--- src/rtl/mem_arbiter_pkg.sv ---
// Shared definitions for the two-client memory arbiter: FSM state encoding,
// opcode values and default bus widths.
package mem_arbiter_pkg;

    localparam int unsigned DEF_LEN_BITS  = 8;
    localparam int unsigned DEF_ADDR_BITS = 64;
    localparam int unsigned DEF_DATA_BITS = 64;

    localparam logic OP_READ  = 1'b0;
    localparam logic OP_WRITE = 1'b1;

    typedef enum logic [1:0] {
        ST_IDLE,
        ST_REQ,
        ST_RD,
        ST_WR
    } state_t;

endpackage

--- src/rtl/mem_arbiter_rr_arb2.sv ---
// Two-way round-robin arbiter: combinational grant from the current requests,
// pointer remembers the last winner and advances on every accepted grant.
module rr_arb2 (
    input  logic       clock,
    input  logic       reset,
    input  logic [1:0] req,
    input  logic       grant_en,
    output logic [1:0] grant,
    output logic       grant_idx
);

    // Holds the last granted client; reset to 1 so client 0 wins the first tie.
    logic last;

    always_comb begin
        if (req == 2'b11) begin
            grant_idx = ~last;
        end else begin
            grant_idx = req[1];
        end
        grant = {grant_idx, ~grant_idx} & {2{|req}};
    end

    always_ff @(posedge clock or posedge reset) begin
        if (reset) begin
            last <= 1'b1;
        end else if (grant_en && (|req)) begin
            last <= grant_idx;
        end
    end

endmodule

--- src/rtl/mem_arbiter.sv ---
// Arbitrates two clients onto one burst memory port; one transaction owns the
// port from grant until its last beat.
module mem_arbiter
    import mem_arbiter_pkg::*;
#(
    parameter int unsigned MEM_LEN_BITS  = DEF_LEN_BITS,
    parameter int unsigned MEM_ADDR_BITS = DEF_ADDR_BITS,
    parameter int unsigned MEM_DATA_BITS = DEF_DATA_BITS
) (
    input  logic                       clock,
    input  logic                       reset,
    input  logic [1:0]                 cl_req_valid,
    output logic [1:0]                 cl_req_ready,
    input  logic [1:0]                 cl_req_opcode,
    input  logic [2*MEM_LEN_BITS-1:0]  cl_req_len,
    input  logic [2*MEM_ADDR_BITS-1:0] cl_req_addr,
    input  logic [1:0]                 cl_wr_valid,
    input  logic [2*MEM_DATA_BITS-1:0] cl_wr_bits,
    output logic [1:0]                 cl_rd_valid,
    output logic [MEM_DATA_BITS-1:0]   cl_rd_bits,
    input  logic [1:0]                 cl_rd_ready,
    output logic                       mem_req_valid,
    output logic                       mem_req_opcode,
    output logic [MEM_LEN_BITS-1:0]    mem_req_len,
    output logic [MEM_ADDR_BITS-1:0]   mem_req_addr,
    output logic                       mem_wr_valid,
    output logic [MEM_DATA_BITS-1:0]   mem_wr_bits,
    input  logic                       mem_rd_valid,
    input  logic [MEM_DATA_BITS-1:0]   mem_rd_bits,
    output logic                       mem_rd_ready
);

    localparam logic [MEM_LEN_BITS-1:0] CNT_ONE = MEM_LEN_BITS'(1);

    state_t                    state;
    logic                      owner;
    logic [MEM_LEN_BITS-1:0]   cnt;
    logic [1:0]                grant;
    logic                      grant_idx;
    logic                      beat;
    logic [MEM_LEN_BITS-1:0]   sel_len;
    logic [MEM_ADDR_BITS-1:0]  sel_addr;

    rr_arb2 u_rr (
        .clock     (clock),
        .reset     (reset),
        .req       (cl_req_valid),
        .grant_en  (state == ST_IDLE),
        .grant     (grant),
        .grant_idx (grant_idx)
    );

    assign sel_len  = grant_idx ? cl_req_len[2*MEM_LEN_BITS-1:MEM_LEN_BITS]
                                : cl_req_len[MEM_LEN_BITS-1:0];
    assign sel_addr = grant_idx ? cl_req_addr[2*MEM_ADDR_BITS-1:MEM_ADDR_BITS]
                                : cl_req_addr[MEM_ADDR_BITS-1:0];

    // Data-phase paths are combinational so a beat handshake costs no extra cycle.
    always_comb begin
        cl_rd_valid  = '0;
        mem_rd_ready = 1'b0;
        mem_wr_valid = 1'b0;
        mem_wr_bits  = '0;
        cl_rd_bits   = mem_rd_bits;
        if (state == ST_RD) begin
            mem_rd_ready       = cl_rd_ready[owner];
            cl_rd_valid[owner] = mem_rd_valid;
        end
        if (state == ST_WR) begin
            mem_wr_valid = cl_wr_valid[owner];
            mem_wr_bits  = owner ? cl_wr_bits[2*MEM_DATA_BITS-1:MEM_DATA_BITS]
                                 : cl_wr_bits[MEM_DATA_BITS-1:0];
        end
        beat = (state == ST_RD) ? (mem_rd_valid & mem_rd_ready)
                                : mem_wr_valid;
    end

    always_ff @(posedge clock or posedge reset) begin
        if (reset) begin
            state          <= ST_IDLE;
            owner          <= 1'b0;
            cnt            <= '0;
            mem_req_valid  <= 1'b0;
            mem_req_opcode <= 1'b0;
            mem_req_len    <= '0;
            mem_req_addr   <= '0;
            cl_req_ready   <= '0;
        end else begin
            case (state)
                ST_IDLE: begin
                    if (|cl_req_valid) begin
                        owner          <= grant_idx;
                        mem_req_opcode <= cl_req_opcode[grant_idx];
                        mem_req_len    <= sel_len;
                        mem_req_addr   <= sel_addr;
                        cnt            <= sel_len;
                        mem_req_valid  <= 1'b1;
                        cl_req_ready   <= grant;
                        state          <= ST_REQ;
                    end
                end
                ST_REQ: begin
                    mem_req_valid <= 1'b0;
                    cl_req_ready  <= '0;
                    state         <= (mem_req_opcode == OP_WRITE) ? ST_WR : ST_RD;
                end
                ST_RD, ST_WR: begin
                    // Counter stops at zero on the last beat, so len=all-ones never wraps.
                    if (beat) begin
                        if (cnt == '0) begin
                            state <= ST_IDLE;
                        end else begin
                            cnt <= cnt - CNT_ONE;
                        end
                    end
                end
                default: state <= ST_IDLE;
            endcase
        end
    end

endmodule

--- config.mk ---
export PLATFORM = sky130hd
export DESIGN_NAME = mem_arbiter
export DESIGN_NICKNAME = d
export VERILOG_FILES = /design/src/rtl/mem_arbiter_pkg.sv /design/src/rtl/mem_arbiter_rr_arb2.sv /design/src/rtl/mem_arbiter.sv
export SDC_FILE = /design/constraint.sdc
export NUM_CORES = 1
export LEC_CHECK = 0
export BUFFER_PORTS_ARGS = -buffer_cell sky130_fd_sc_hd__buf_2
export CAP_MARGIN = 0
export CORE_AREA = 2 2 216 218
export DETAILED_ROUTE_END_ITERATION = 12
export DIE_AREA = 0 0 218 220
export PLACE_DENSITY = 0.32
export SYNTH_ARGS = -nofsm -noshare
export SYNTH_HDL_FRONTEND = slang
export SYNTH_SLANG_ARGS = --single-unit
--- constraint.sdc ---
create_clock -name clock -period 3.1 [get_ports clock]
set_input_delay 0.155 -clock clock [delete_from_list [all_inputs] [get_ports clock]]
set_output_delay 0.155 -clock clock [all_outputs]
set_load 0.02 [all_outputs]
==> results.md <==
- Status: finished, final reports clean
- Skew-Pair Late Insertion Delay: 0.36 ns
- Vias/cell: 3.62
- CTS Root Cell: clkbuf_16
- Core Rows: 79
- Layout cells sized above 1: 47.8%
- CTS tree: yes
- Vias: 5733
- Initial DRC count: 188
- Residual DRC count: 0
- CP Launch Type: register
- Die H: 220 microns
- Met2 wire len: 13.6 mm
- Power density cells: 803 nW/um^2
- Placer Congestion: 0.718
- Tot Pwr: 6740 uW
- Pin count of the biggest net entering global routing: 66
- DIE AREA: 48000 sq um
- DR top layer: met5
- Detailed placement HPWL: 23.7 mm
- Crit path launch: owner$_DFFE_PP0P_
- Net count after synthesis: 979
- Avg Cell Area, Syn: 9.12 sq um
- Critical path class: register to output pin
- Maximum net fanout on the critical path: 26
- DR pass1 iterations: 4
- Final Setup Violations: 0
- Post-synth cell types: 45
- Period utilisation layout: 75.5%
- Leak pwr: 0.00440 uW
- Worst setup margin: 0.760 ns
- Initial Util: 12.5%
- TNS Setup: 0 ns
- Endpoint type of the worst setup path: output pin
- Number of CTS-inserted buffers: 9
- Maxcap violations: 0
- Max VDD drop: 0.000262 V
- Synth Register Bits: 88
- Reg-to-Reg Start: owner$_DFFE_PP0P_
- Post-Route WL: 28.4 mm
- Total GRT Usage: 11.3%
- Clock-pin slew on the worst setup and hold paths: 0.07 ns
- Vias in the first global route: 5649
- Skew final: 0.00821 ns
- Sink Count: 88
- RSZ-0062 raised after global routing: no
- Yosys warns: 0
- Die Wd: 218 microns
- FMAX: 0.427 GHz
- Boundary pin count: 555
- Buffers from clock root to sink, at most: 2
- Sequential area share after synthesis: 38.3%
- NumNets Final: 1321
- Hold crit path type: primary input to register
- Crit path required time: 2.94 ns
- Post-Synthesis Cells: 630
- DRT antenna net count: 0
- H-tree depth: 3
- FFs w/ async S/R, synth: 100%
- First-pass GRT wire length: 39.4 mm
- IO buf count: 426
- WL met3: 2.39 mm
- Final Max Slew Viols: 0
- Tmin final: 2.34 ns
- Worst slack, placed: 0.809 ns
- WL met1: 11.8 mm
- Mapped cell area: 5750 sq um
- Routed len/inst: 17.9 microns
- Initial antenna violation count: 5
- Hold Path Origin: cl_req_addr[53]
- Post-synth EDFFs: 0
- WP data arrival: 2.19 ns
- Final hold vios: 0
- Relative slew slack: 55.8%
- Grt total ovfl: 0
- Worst-margin pin slew: 0.663 ns
- Core Box Area: 45900 sq um
- Main synth FF type: dfrtp_1
- P&R area growth vs syn: 46.1%
==> cell families after synthesis <==
kind of cell               synth area share (%)
AOI/OAI and AO/OA                          11.2
muxes                                      24.8
buffers and inverters                      12.5
DFF                                        38.3
adders and majority gates                 0.435
and+or+nand+nor                            12.8
==> cell type report <==
cell class                 count  area, sq um
antenna                        1         2.50
timing repair buffer         439         2260
multi-input combinational    428         2850
clock inverter                 5         56.3
sequential                    88         2210
inverter                       6         25.0
tap                          607          759
clock buffer                  11          243
fill                        5235        37500
==> report_power, final <==
group	switching [uW]	internal, uW	total [uW]
Clock	498	647	1140
Sequential	351	1610	1960
Combinational	2340	1300	3640
==> registers in the layout, summed over array words and instances, names as in the netlist <==
| register | count |
|---|---|
| cl_req_ready | 2 |
| cnt | 8 |
| mem_req_addr | 64 |
| mem_req_len | 8 |
| mem_req_opcode | 1 |
| mem_req_valid | 1 |
| owner | 1 |
| state | 2 |
| u_rr.last | 1 |
==> path summary, 6_finish.rpt <==
| check | endpoint | slack, ns | cells past startpoint |
|---|---|---|---|
| max in group asynchronous | mem_req_addr[22]$_DFFE_PP0P_ | 1.92 | 4 |
| min in group asynchronous | mem_req_addr[13]$_DFFE_PP0P_ | 0.44 | 3 |
| min | mem_req_addr[53]$_DFFE_PP0P_ | 0.08 | 3 |
| max | mem_wr_bits[4] | 0.76 | 4 |
| min reg2reg | mem_req_len[5]$_DFFE_PP0P_ | 0.47 | 2 |
| max reg2reg | cnt[7]$_DFFE_PP0P_ | 0.92 | 4 |
==> critical path, stage by stage (launching register included) <==
cell and delay, ns:
dfrtp_4 0.68, buf_4 0.47, mux2i_1 0.38, nor2_1 0.07, buf_2 0.18
==> cell usage after synthesis, types with 4 or more instances <==
| cell type | instances | area, sq um |
|---|---|---|
| inv_1 | 6 | 22.5 |
| o21ai_0 | 78 | 390 |
| nand2_1 | 82 | 308 |
| mux2i_1 | 140 | 1400 |
| nor2_1 | 70 | 263 |
| buf_2 | 9 | 45.0 |
| nand3_1 | 7 | 35.0 |
| buf_4 | 70 | 526 |
| a21oi_1 | 4 | 20.0 |
| dfrtp_1 | 87 | 2180 |
| clkbuf_1 | 24 | 90.1 |
==> layer usage <==
layer	track usage [%]	vias to the layer above
met5	0	-
li1	-	2786
met2	19.3	312
met3	3.38	49
met4	3.54	6
met1	13.6	2580
==> placed cells by master, fill, tap and decap left out, types with 2 or more instances in the layout <==
master	instances
nor3_1	2
inv_1	5
and3_1	2
nand3_1	7
nand2_1	80
buf_2	426
ha_1	2
a22o_1	3
nor2_1	70
dfrtp_1	86
o21ai_0	78
o211ai_1	2
a21oi_1	4
a21o_1	3
buf_4	10
buf_12	2
nand4_1	2
clkinv_2	2
a32o_1	2
clkbuf_16	9
o2bb2ai_1	3
mux2i_1	140
or3_1	3
o41ai_1	3
==> metrics by stage <==
stage               util [%]  hold WS, ns  std cells  cell area [sq um]
floorplan                  -        0.351        630               5750
global placement        17.6        0.310       1567               8090
detailed placement      17.6        0.310       1567               8090
CTS                     18.3       0.0656       1584               8400
global route            18.3       0.0920       1584               8400
finish                  18.3       0.0822       1585               8400
==> repair_timing <==
| action | CTS | global route |
|---|---|---|
| setup buffers | 0 | 0 |
| hold buffers | 1 | 0 |
| hold endpoints to repair | 42 | 0 |
| endpoints found under the setup margin | 0 | 0 |
| resized for setup | 0 | 0 |
Note: power is estimated with default switching activity, not from simulation.
